### config.mk
export PLATFORM = sky130hd
export DESIGN_NAME = serial_sub
export DESIGN_NICKNAME = d
export VERILOG_FILES = /design/src/rtl/serial_sub.sv
export SDC_FILE = /design/constraint.sdc
export NUM_CORES = 1
export LEC_CHECK = 0
export ABC_CLOCK_PERIOD_IN_PS = 1850
export CORE_MARGIN = 5
export CORE_UTILIZATION = 51
export DETAILED_ROUTE_END_ITERATION = 6
export GPL_ROUTABILITY_DRIVEN = 0
export GPL_TIMING_DRIVEN = 0
export PLACE_DENSITY = 0.79
export RECOVER_POWER = 25
export SETUP_SLACK_MARGIN = 0.3
export SYNTH_ARGS = -nofsm -noshare
export SYNTH_HDL_FRONTEND = slang
export SYNTH_SLANG_ARGS = --single-unit
### constraint.sdc
create_clock -name i_clk -period 1.85 [get_ports i_clk]
set_clock_uncertainty 0.1 [all_clocks]
set_input_delay 0.37 -clock i_clk [delete_from_list [all_inputs] [get_ports i_clk]]
set_output_delay 0.37 -clock i_clk [all_outputs]
set_load 0.05 [all_outputs]
### src/rtl/serial_sub.sv
// Bit-serial W-bit subtractor D = A - B, LSB first, one bit per clock, with start/done handshake.
// Optional signed overflow output o_ovf is enabled by defining SERIAL_SUB_OVF_EN.
module serial_sub #(
    parameter int W = 8
) (
    input  logic         i_clk,
    input  logic         i_rst_n,
    input  logic         i_start,
    input  logic [W-1:0] i_a,
    input  logic [W-1:0] i_b,
    output logic         o_busy,
    output logic         o_done,
    output logic [W-1:0] o_d,
    output logic         o_bo
`ifdef SERIAL_SUB_OVF_EN
    ,
    output logic         o_ovf
`endif
);

    localparam int CW = (W > 1) ? $clog2(W) : 1;

    typedef enum logic [1:0] {
        IDLE,
        RUN,
        FIN
    } state_t;

    state_t          r_state;
    logic [W-1:0]    r_a;
    logic [W-1:0]    r_b;
    logic [W-1:0]    r_d;
    logic [CW-1:0]   r_cnt;
    logic            r_br;
    logic            r_bo;
    logic            r_busy;
    logic            r_done;
`ifdef SERIAL_SUB_OVF_EN
    logic            r_ovf;
`endif

    logic w_a0;
    logic w_b0;
    logic w_dbit;
    logic w_brNext;
    logic w_last;

    // One full-subtractor cell fed from the operand LSBs and the borrow flop.
    assign w_a0     = r_a[0];
    assign w_b0     = r_b[0];
    assign w_dbit   = w_a0 ^ w_b0 ^ r_br;
    assign w_brNext = (~w_a0 & w_b0) | (~(w_a0 ^ w_b0) & r_br);
    assign w_last   = (r_cnt == CW'(W - 1));

    always_ff @(posedge i_clk or negedge i_rst_n) begin
        if (!i_rst_n) begin
            r_state <= IDLE;
            r_a     <= '0;
            r_b     <= '0;
            r_d     <= '0;
            r_cnt   <= '0;
            r_br    <= 1'b0;
            r_bo    <= 1'b0;
            r_busy  <= 1'b0;
            r_done  <= 1'b0;
`ifdef SERIAL_SUB_OVF_EN
            r_ovf   <= 1'b0;
`endif
        end else begin
            case (r_state)
                IDLE, FIN: begin
                    r_done <= 1'b0;
                    if (i_start) begin
                        r_a     <= i_a;
                        r_b     <= i_b;
                        r_br    <= 1'b0;
                        r_cnt   <= '0;
                        r_busy  <= 1'b1;
                        r_state <= RUN;
                    end else begin
                        r_state <= IDLE;
                    end
                end
                RUN: begin
                    r_d   <= {w_dbit, r_d[W-1:1]};
                    r_a   <= {1'b0, r_a[W-1:1]};
                    r_b   <= {1'b0, r_b[W-1:1]};
                    r_br  <= w_brNext;
                    r_cnt <= r_cnt + 1'b1;
                    if (w_last) begin
                        // On the last bit the LSBs hold the operand sign bits and dbit is the result sign.
                        r_bo    <= w_brNext;
`ifdef SERIAL_SUB_OVF_EN
                        r_ovf   <= (w_a0 != w_b0) && (w_dbit != w_a0);
`endif
                        r_busy  <= 1'b0;
                        r_done  <= 1'b1;
                        r_state <= FIN;
                    end
                end
                default: begin
                    r_busy  <= 1'b0;
                    r_done  <= 1'b0;
                    r_state <= IDLE;
                end
            endcase
        end
    end

    assign o_busy = r_busy;
    assign o_done = r_done;
    assign o_d    = r_d;
    assign o_bo   = r_bo;
`ifdef SERIAL_SUB_OVF_EN
    assign o_ovf  = r_ovf;
`endif

endmodule

Word-level counts from Yosys, hierarchy flattened. Cells that the tools add are included.

Logic and storage cells: 44. Flip-flop bits (word level): 33.

Reductions and logical operators: 6. Bitwise logic cells: 7. Multiplexer cells: 16. Equal/unequal tests: 5. Add/sub/neg operators: 1.

Operators with widths (number): case mux 8 bit (2 select lines) (2); two-way mux 8 bit (2); two-way mux 1 bit (6); case mux 3 bit (2 select lines) (1); AND reduction 2 bit (3); != test 2 bit, second input constant (2); case mux 1 bit (2 select lines) (2); case mux 2 bit (2 select lines) (1); adder 3 x 1 -> 3 bit, second input constant (1); == test 3 bit, second input constant (1); two-way mux 3 bit (1); bitwise AND 1 bit (2); == test 2 x 1 -> 1 bit, second input constant (1); == test 2 bit, second input constant (1); zero test 2 bit (1); two-way mux 2 bit (1); NOT 1 bit (2); nonzero test 2 bit (1); OR reduction 2 bit (1); XOR 1 bit (2); OR 1 bit (1).

Depth between registers and ports, before layout. Gate-level depths: netlist of the first run.

Depth after elaboration: 5. Gate-level depth with buffers: 6. Depth with buffers taken out: 5.

Least setup slack after synthesis of the first run. OpenSTA, ideal clock, no wires.

Path kind: reg-to-reg. Start: reg o_done (netlist name). End: reg r_d[6], in the netlist o_d[6]. Buffers on the path: 3. Clock period less this slack: 1.685 ns. Required time: 1.625 ns. Cell stages (with the launch flop): 6. Data arrival time: 1.460 ns. Setup slack: 0.165 ns. Cells stage by stage: dfrtp_1 -> buf_6 -> nand2b_4 -> buf_6 -> buf_6 -> mux2_4.

RTL lines: end signal: assignment (line 85) `r_d <= {w_dbit, r_d[W-1:1]};`; end: declaration (line 32) `logic [W-1:0] r_d;`.

Final worst setup path of the first run.
Start: reg r_busy, in the netlist o_busy. End: out o_busy.

RTL lines: start: declaration (line 36) `logic r_busy;`; start signal: assignment (line 64) `r_busy <= 1'b0;`; start signal: assignment (line 78) `r_busy <= 1'b1;`; start signal: assignment (line 96) `r_busy <= 1'b0;`; end: declaration (line 11) `output logic o_busy,`.

No word-level cell between the ends.

==> reports/summary.txt, run 1 <==
buffers and inverters on the worst path - 1
Synth Area in Simple Gates - 0.0910
CTS tree - done
DR vias - 1158
WL met2 - 1.58 mm
Die W - 65.0 um
Std-Cell Rows - 20
part of the cycle the worst path needs - 0.864
H-tree depth - 2
area share of xor/xnor cells in the synthesized design - 0
Critical Path Source Type - register
largest net degree at the start of global routing - 33
area grow syn2layout - 27.2%
# diodes - 0
DR pass1 iterations - 7
VDD IR max - 0.752 mV
final hold slack - -0.0147 ns
clk_lat worst skew - 0.34 ns
CP peak stage delay - 0.40 ns
core area - 2980 um^2
Power Dens Cells - 1870 nW/um^2
root buf cell - clkbuf_4
CP endpoint kind - output port
Avg WL per Cell - 15.1 um
final net count - 197
post-synthesis mux area share - 0.149
termination of the worst setup path - o_busy
Slew Viols, Final - 0
Syn Inst Count - 136
Detail Route met3 WL - 177 um
violations in the final reports - hold timing
Design Area, Final - 1960 um^2
critical path's top delay family - flip-flops
PortBufs - 29
complex-gate fraction of the synthesized area - 0.145
Placement Cell Area - 1870 um^2
vias in the first global route - 1249
Die Area - 4220 um^2
share of layout cells above drive strength 1 - 0.261
worst path required time - 1.38 ns
DP Wirelength - 2.22 mm
count of cell types in the netlist - 24
total area of sequential cells - 802 um^2
Post-Place Cells - 198
Post-Synthesis Cell Area - 1540 um^2
max_cap viols - 0
Worst path depth - 1
met1 wire length - 1.34 mm
status - complete, but fails checks
Post-Route WL - 3.16 mm
Yosys reg bits - 32
Critical Path AT - 1.13 ns
post-route ant nets - 0
final hold vios - 18
CP cell instances - clkdlybuf4s18_2
Slew Limit Headroom - 0.470
Crit Reg-Reg Startpoint - r_cnt[1]$_DFFE_PN0P_
clock buffer depth - 2
Syn Nets - 158
r2r worst-path depth - 4
Layout Cells excl Fill - 209
Adder-Cell Fraction of Synth Area - 0.0292
Hold Crit Class - input pin to async pin
Ports - 30
Max Used Layer - met4
Finish-stage setup viols - 0
Peak Freq - 626 MHz
Least-Margin Pin Slew - 0.796 ns
final setup TNS - 0 ns
drt drc - 0
crit-path max FO - 3
Initial Util - 0.517
Seq/Total Area, Yosys - 0.520
RSZ-0062 raised after global routing - yes
Synth warnings - 0
minimum clock period after layout - 1.60 ns
Avg Inst Size Synth - 11.3 um^2
largest family of logic cells by synthesized area - multiplexers
Worst-path clk slew - 0.11 ns
GRT Util Overall - 0.173
RR Endpoint - r_cnt[2]$_DFFE_PN0P_
Worst R2R Setup Slack - 0.35 ns
Fill cells - 246
Crit. Startpoint - o_busy$_DFFE_PN0P_
CTS sink cnt - 32
initial antenna violation count - 0
CTS buffer count - 5
worst setup path class - register to output port
vias per cell - 5.54
total grt overflow - 0
DR iter-0 viols - 53
die height - 65.0 um
Pleak - 0.000876 uW
Slowest cell on crit path - dfrtp_1
first-pass GRT wire length - 5.59 mm
footprint of the multi-input gates - 657 um^2
[how the worst min path moves through the flow]
stage / from / end / cells past startpoint
floorplan: i_rst_n / o_bo$_DFFE_PN0P_ / 0
global placement: o_bo$_DFFE_PN0P_ / o_bo$_DFFE_PN0P_ / 2
detailed placement: o_d[0]$_DFFE_PN0P_ / o_d[0]$_DFFE_PN0P_ / 1
CTS: i_rst_n / o_d[1]$_DFFE_PN0P_ / 1
global route: i_rst_n / r_b[7]$_DFFE_PN0P_ / 1
finish: i_rst_n / o_d[1]$_DFFE_PN0P_ / 1
[sequential cells by signal, summed over array words and instances (netlist names)]
register and flops:
r_state 1, r_a 8, r_b 8, r_br 1, r_cnt 3, o_bo 1, o_done 1, o_d 8
o_busy 1
[cell type report]
class	count	share of cell area
flip-flops and latches	32	0.409
clock inverters	1	0.0153
multi-input cells	85	0.335
well taps	33	0.0211
repair buffers	32	0.133
clock buffers	7	0.0332
plain buffers	10	0.0358
inverters	9	0.0172
[layer usage]
metal,up-vias,GRT usage
li1,556,-
met1,561,0.206
met2,34,0.286
met3,7,0.0537
met4,0,0.0792
met5,-,0
[cells by family (layout without fill, tap and decap cells)]
| family | Yosys count | count (layout) |
|---|---|---|
| adders and majority gates | 3 | 3 |
| muxes | 21 | 21 |
| AOI/OAI and AO/OA | 36 | 36 |
| buffers and inverters | 19 | 59 |
| and+or+nand+nor | 25 | 25 |
| DFF | 32 | 32 |
[repair_timing]
item	in CTS	in global routing
gates resized for setup	55	6
hold buffers	0	0
endpoints found under the setup margin	45	10
pin swaps	0	1
setup buffers	2	1
[cells in the mapped netlist (all sizes together)]
master / number / area share
o22ai: 4 / 0.016
nor2b: 9 / 0.037
nand3: 4 / 0.013
a22o: 3 / 0.017
nand2: 5 / 0.012
nor2: 3 / 0.0073
and2: 1 / 0.0041
buf: 9 / 0.041
mux2i: 11 / 0.071
o21ai: 6 / 0.019
nand3b: 1 / 0.0049
mux2: 10 / 0.078
fa: 1 / 0.013
o221ai: 1 / 0.0057
a211oi: 9 / 0.044
inv: 9 / 0.022
nand2b: 2 / 0.013
ha: 2 / 0.016
dfrtp: 32 / 0.52
a21oi: 13 / 0.042
clkbuf: 1 / 0.0024
[stage by stage]
| step | setup WS [ns] | utilization | total power, uW |
|---|---|---|---|
| after floorplan | 0.289 | - | 2560 |
| after global placement | -0.372 | 0.629 | 2990 |
| after detailed placement | -0.395 | 0.629 | 3080 |
| after CTS | 0.243 | 0.653 | 3620 |
| after global routing | 0.237 | 0.658 | 3900 |
| final | 0.252 | 0.658 | 3660 |
[power by group]
| part | switching (uW) | total, uW | internal, uW |
|---|---|---|---|
| clock | 246 | 604 | 359 |
| combinational | 1000 | 1790 | 786 |
| sequential | 227 | 1260 | 1040 |
| total | 1480 | 3660 | 2180 |
[cell usage in the layout (no fill, tap or decap), drive strengths merged, types with 2 or more instances in the layout]
master	n
dfrtp	32
buf	22
clkdlybuf4s50	16
a21oi	13
mux2i	11
mux2	10
inv	9
nor2b	9
a211oi	9
clkbuf	9
o21ai	6
nand2	5
nand3	4
o22ai	4
nor2	3
a22o	3
nand2b	2
ha	2
No activity file was read; power rests on OpenSTA's default activity.
==> run 2, diff against run 1 <==
--- a/config.mk
+++ b/config.mk
@@ -17,3 +17,4 @@
 export SYNTH_ARGS = -nofsm -noshare
 export SYNTH_HDL_FRONTEND = slang
 export SYNTH_SLANG_ARGS = --single-unit
+export TNS_END_PERCENT = 20
==> run 2 against run 1 <==
  * The flow still finishes with violations (hold timing)
  * Hold slack got worse by 0.0053 ns
  * Final cell count is 0.96% lower
  * Via count down 1.7%
  * Fmax increased by 2.7%
  * Cell area down 0.96%
  * Routed wire length is 2.9% lower
  * Largest cell class unchanged
  * Largest power group unchanged
==> reports/summary.txt, run 2 (synthesis gave the netlist of run 1 again) <==
status - complete, but fails checks
violations in the final reports - hold timing
Critical Path AT - 1.69 ns (+0.56 ns)
Least-Margin Pin Slew - 0.778 ns (-0.0181 ns)
area grow syn2layout - 26.0%
DR pass1 iterations - 4 (-3)
Initial Util - 0.517 (unchanged)
Die W - 65.0 um (unchanged)
root buf cell - clkbuf_4
RSZ-0062 raised after global routing - yes
Power Dens Cells - 1840 nW/um^2 (-1.4%)
Finish-stage setup viols - 0 (unchanged)
final hold slack - -0.0200 ns (-0.00534 ns)
GRT Util Overall - 0.171 (-0.00259)
part of the cycle the worst path needs - 0.841 (-0.0228)
clock buffer depth - 2 (unchanged)
CTS sink cnt - 32 (unchanged)
post-route ant nets - 0 (unchanged)
Fill cells - 252 (+2.4%)
Slew Limit Headroom - 0.482 (+0.0120)
Design Area, Final - 1940 um^2 (-0.96%)
total grt overflow - 0 (unchanged)
H-tree depth - 2 (unchanged)
minimum clock period after layout - 1.56 ns (-0.0422 ns)
Std-Cell Rows - 20 (unchanged)
CTS tree - done
Hold Crit Class - input pin to async pin
worst path required time - 1.99 ns (+0.61 ns)
most frequent cells in the layout - dfrtp_1 (31), clkdlybuf4s50_1 (16), buf_2 (13), a21oi_1 (13), mux2i_1 (11)
Critical Path Source Type - register
DR iter-0 viols - 32 (-40%)
DR vias - 1138 (-1.7%)
Tot Pwr - 3570 uW (-2.3%)
PortBufs - 29 (unchanged)
max_cap viols - 0 (unchanged)
# diodes - 0 (unchanged)
die height - 65.0 um (unchanged)
Ports - 30 (unchanged)
Worst-path clk slew - 0.10 ns (about the same)
vias per cell - 5.50 (-0.78%)
DP Wirelength - 2.22 mm (unchanged)
crit-path max FO - 3 (unchanged)
Die Area - 4220 um^2 (unchanged)
initial antenna violation count - 0 (unchanged)
CTS buffer count - 5 (unchanged)
core area - 2980 um^2 (unchanged)
Slew Viols, Final - 0 (unchanged)
first-pass GRT wire length - 5.51 mm (-1.5%)
drt drc - 0 (unchanged)
VDD IR max - 0.748 mV (-0.55%)
Pleak - 0.000865 uW (-1.3%)
Avg WL per Cell - 14.8 um (-1.9%)
clk_lat worst skew - 0.34 ns (about the same)
total area of sequential cells - 802 um^2 (unchanged)
CP endpoint kind - register
largest net degree at the start of global routing - 33 (unchanged)
vias in the first global route - 1239 (-0.80%)
most common cell after layout, fill and taps aside - dfrtp_1
worst setup path class - register to register
Post-CTS Hold Fix Bufs - 0 (unchanged)
Placement Cell Area - 1870 um^2 (unchanged)
final hold vios - 26 (+8)
Post-Route WL - 3.07 mm (-2.9%)
share of layout cells above drive strength 1 - 0.247 (-0.0142)
final net count - 195 (-1.0%)
footprint of the multi-input gates - 643 um^2 (-2.1%)
Peak Freq - 643 MHz (+2.7%)
## run 2: changes by cell type in the layout (fill, tap and decap cells not counted), sizes merged
cell	previous run	this run
clkdlybuf4s15	0	2
clkdlybuf4s18	1	0
clkbuf	9	10
buf	22	18
## run 2: metrics by stage
stage | worst slack, ns | cells | TNS [ns] | util | hold slack [ns]
after detailed placement | -0.395 | 198 | -9.31 | 0.629 | 0.395
after global routing | 0.250 | 207 | 0 | 0.652 | 0.0509
after CTS | 0.243 | 206 | 0 | 0.648 | 0.403
after floorplan | 0.289 | 136 | 0 | - | -0.0256
final | 0.294 | 207 | 0 | 0.652 | -0.0200
after global placement | -0.372 | 198 | -8.46 | 0.629 | 0.371
## run 2: cell type report
class                           count  area share
Sequential cell                    32       0.413
Timing Repair Buffer               30       0.130
Buffer                             10      0.0374
Inverter                            9      0.0174
Clock buffer                        7      0.0335
Clock inverter                      1      0.0155
Multi-Input combinational cell     85       0.331
Tap cell                           33      0.0213
## run 2: metal layers
metal  global-route usage  wire length [um]  up-vias
met3               0.0537               184        7
met4               0.0792                62        0
li1                     -                 -      549
met1                0.205              1320      543
met2                0.278              1500       39
met5                    0                 0        -
## run 2: path summary, 6_finish.rpt
path | start | cells after the start | end | slack [ns]
setup / recovery | r_cnt[1]$_DFFE_PN0P_ | 4 | r_cnt[2]$_DFFE_PN0P_ | 0.29
hold / removal | i_rst_n | 1 | o_d[1]$_DFFE_PN0P_ | -0.02
setup reg to reg | r_cnt[1]$_DFFE_PN0P_ | 4 | r_cnt[2]$_DFFE_PN0P_ | 0.29
hold reg to reg | o_d[0]$_DFFE_PN0P_ | 1 | o_d[0]$_DFFE_PN0P_ | 0.41
max in group asynchronous | i_rst_n | 1 | o_done$_DFFE_PN0P_ | 1.12
min in group i_clk | o_d[0]$_DFFE_PN0P_ | 1 | o_d[0]$_DFFE_PN0P_ | 0.41
## run 2: timing repair
action	4_1_cts	5_1_grt
resized for setup	50	7
endpoints found under the hold margin	0	0
setup buffers	0	1
setup endpoints to repair	45	14
## run 2: power breakdown
part	switching [uW]	internal [uW]
Combinational	974	735
Clock	246	359
Sequential	224	1040
## run 2: critical path, cell delays in order (launching register included)
cell     delay (ns)
dfrtp_1        0.41
ha_1           0.19
ha_1           0.27
mux2_2         0.26
a22o_1         0.23
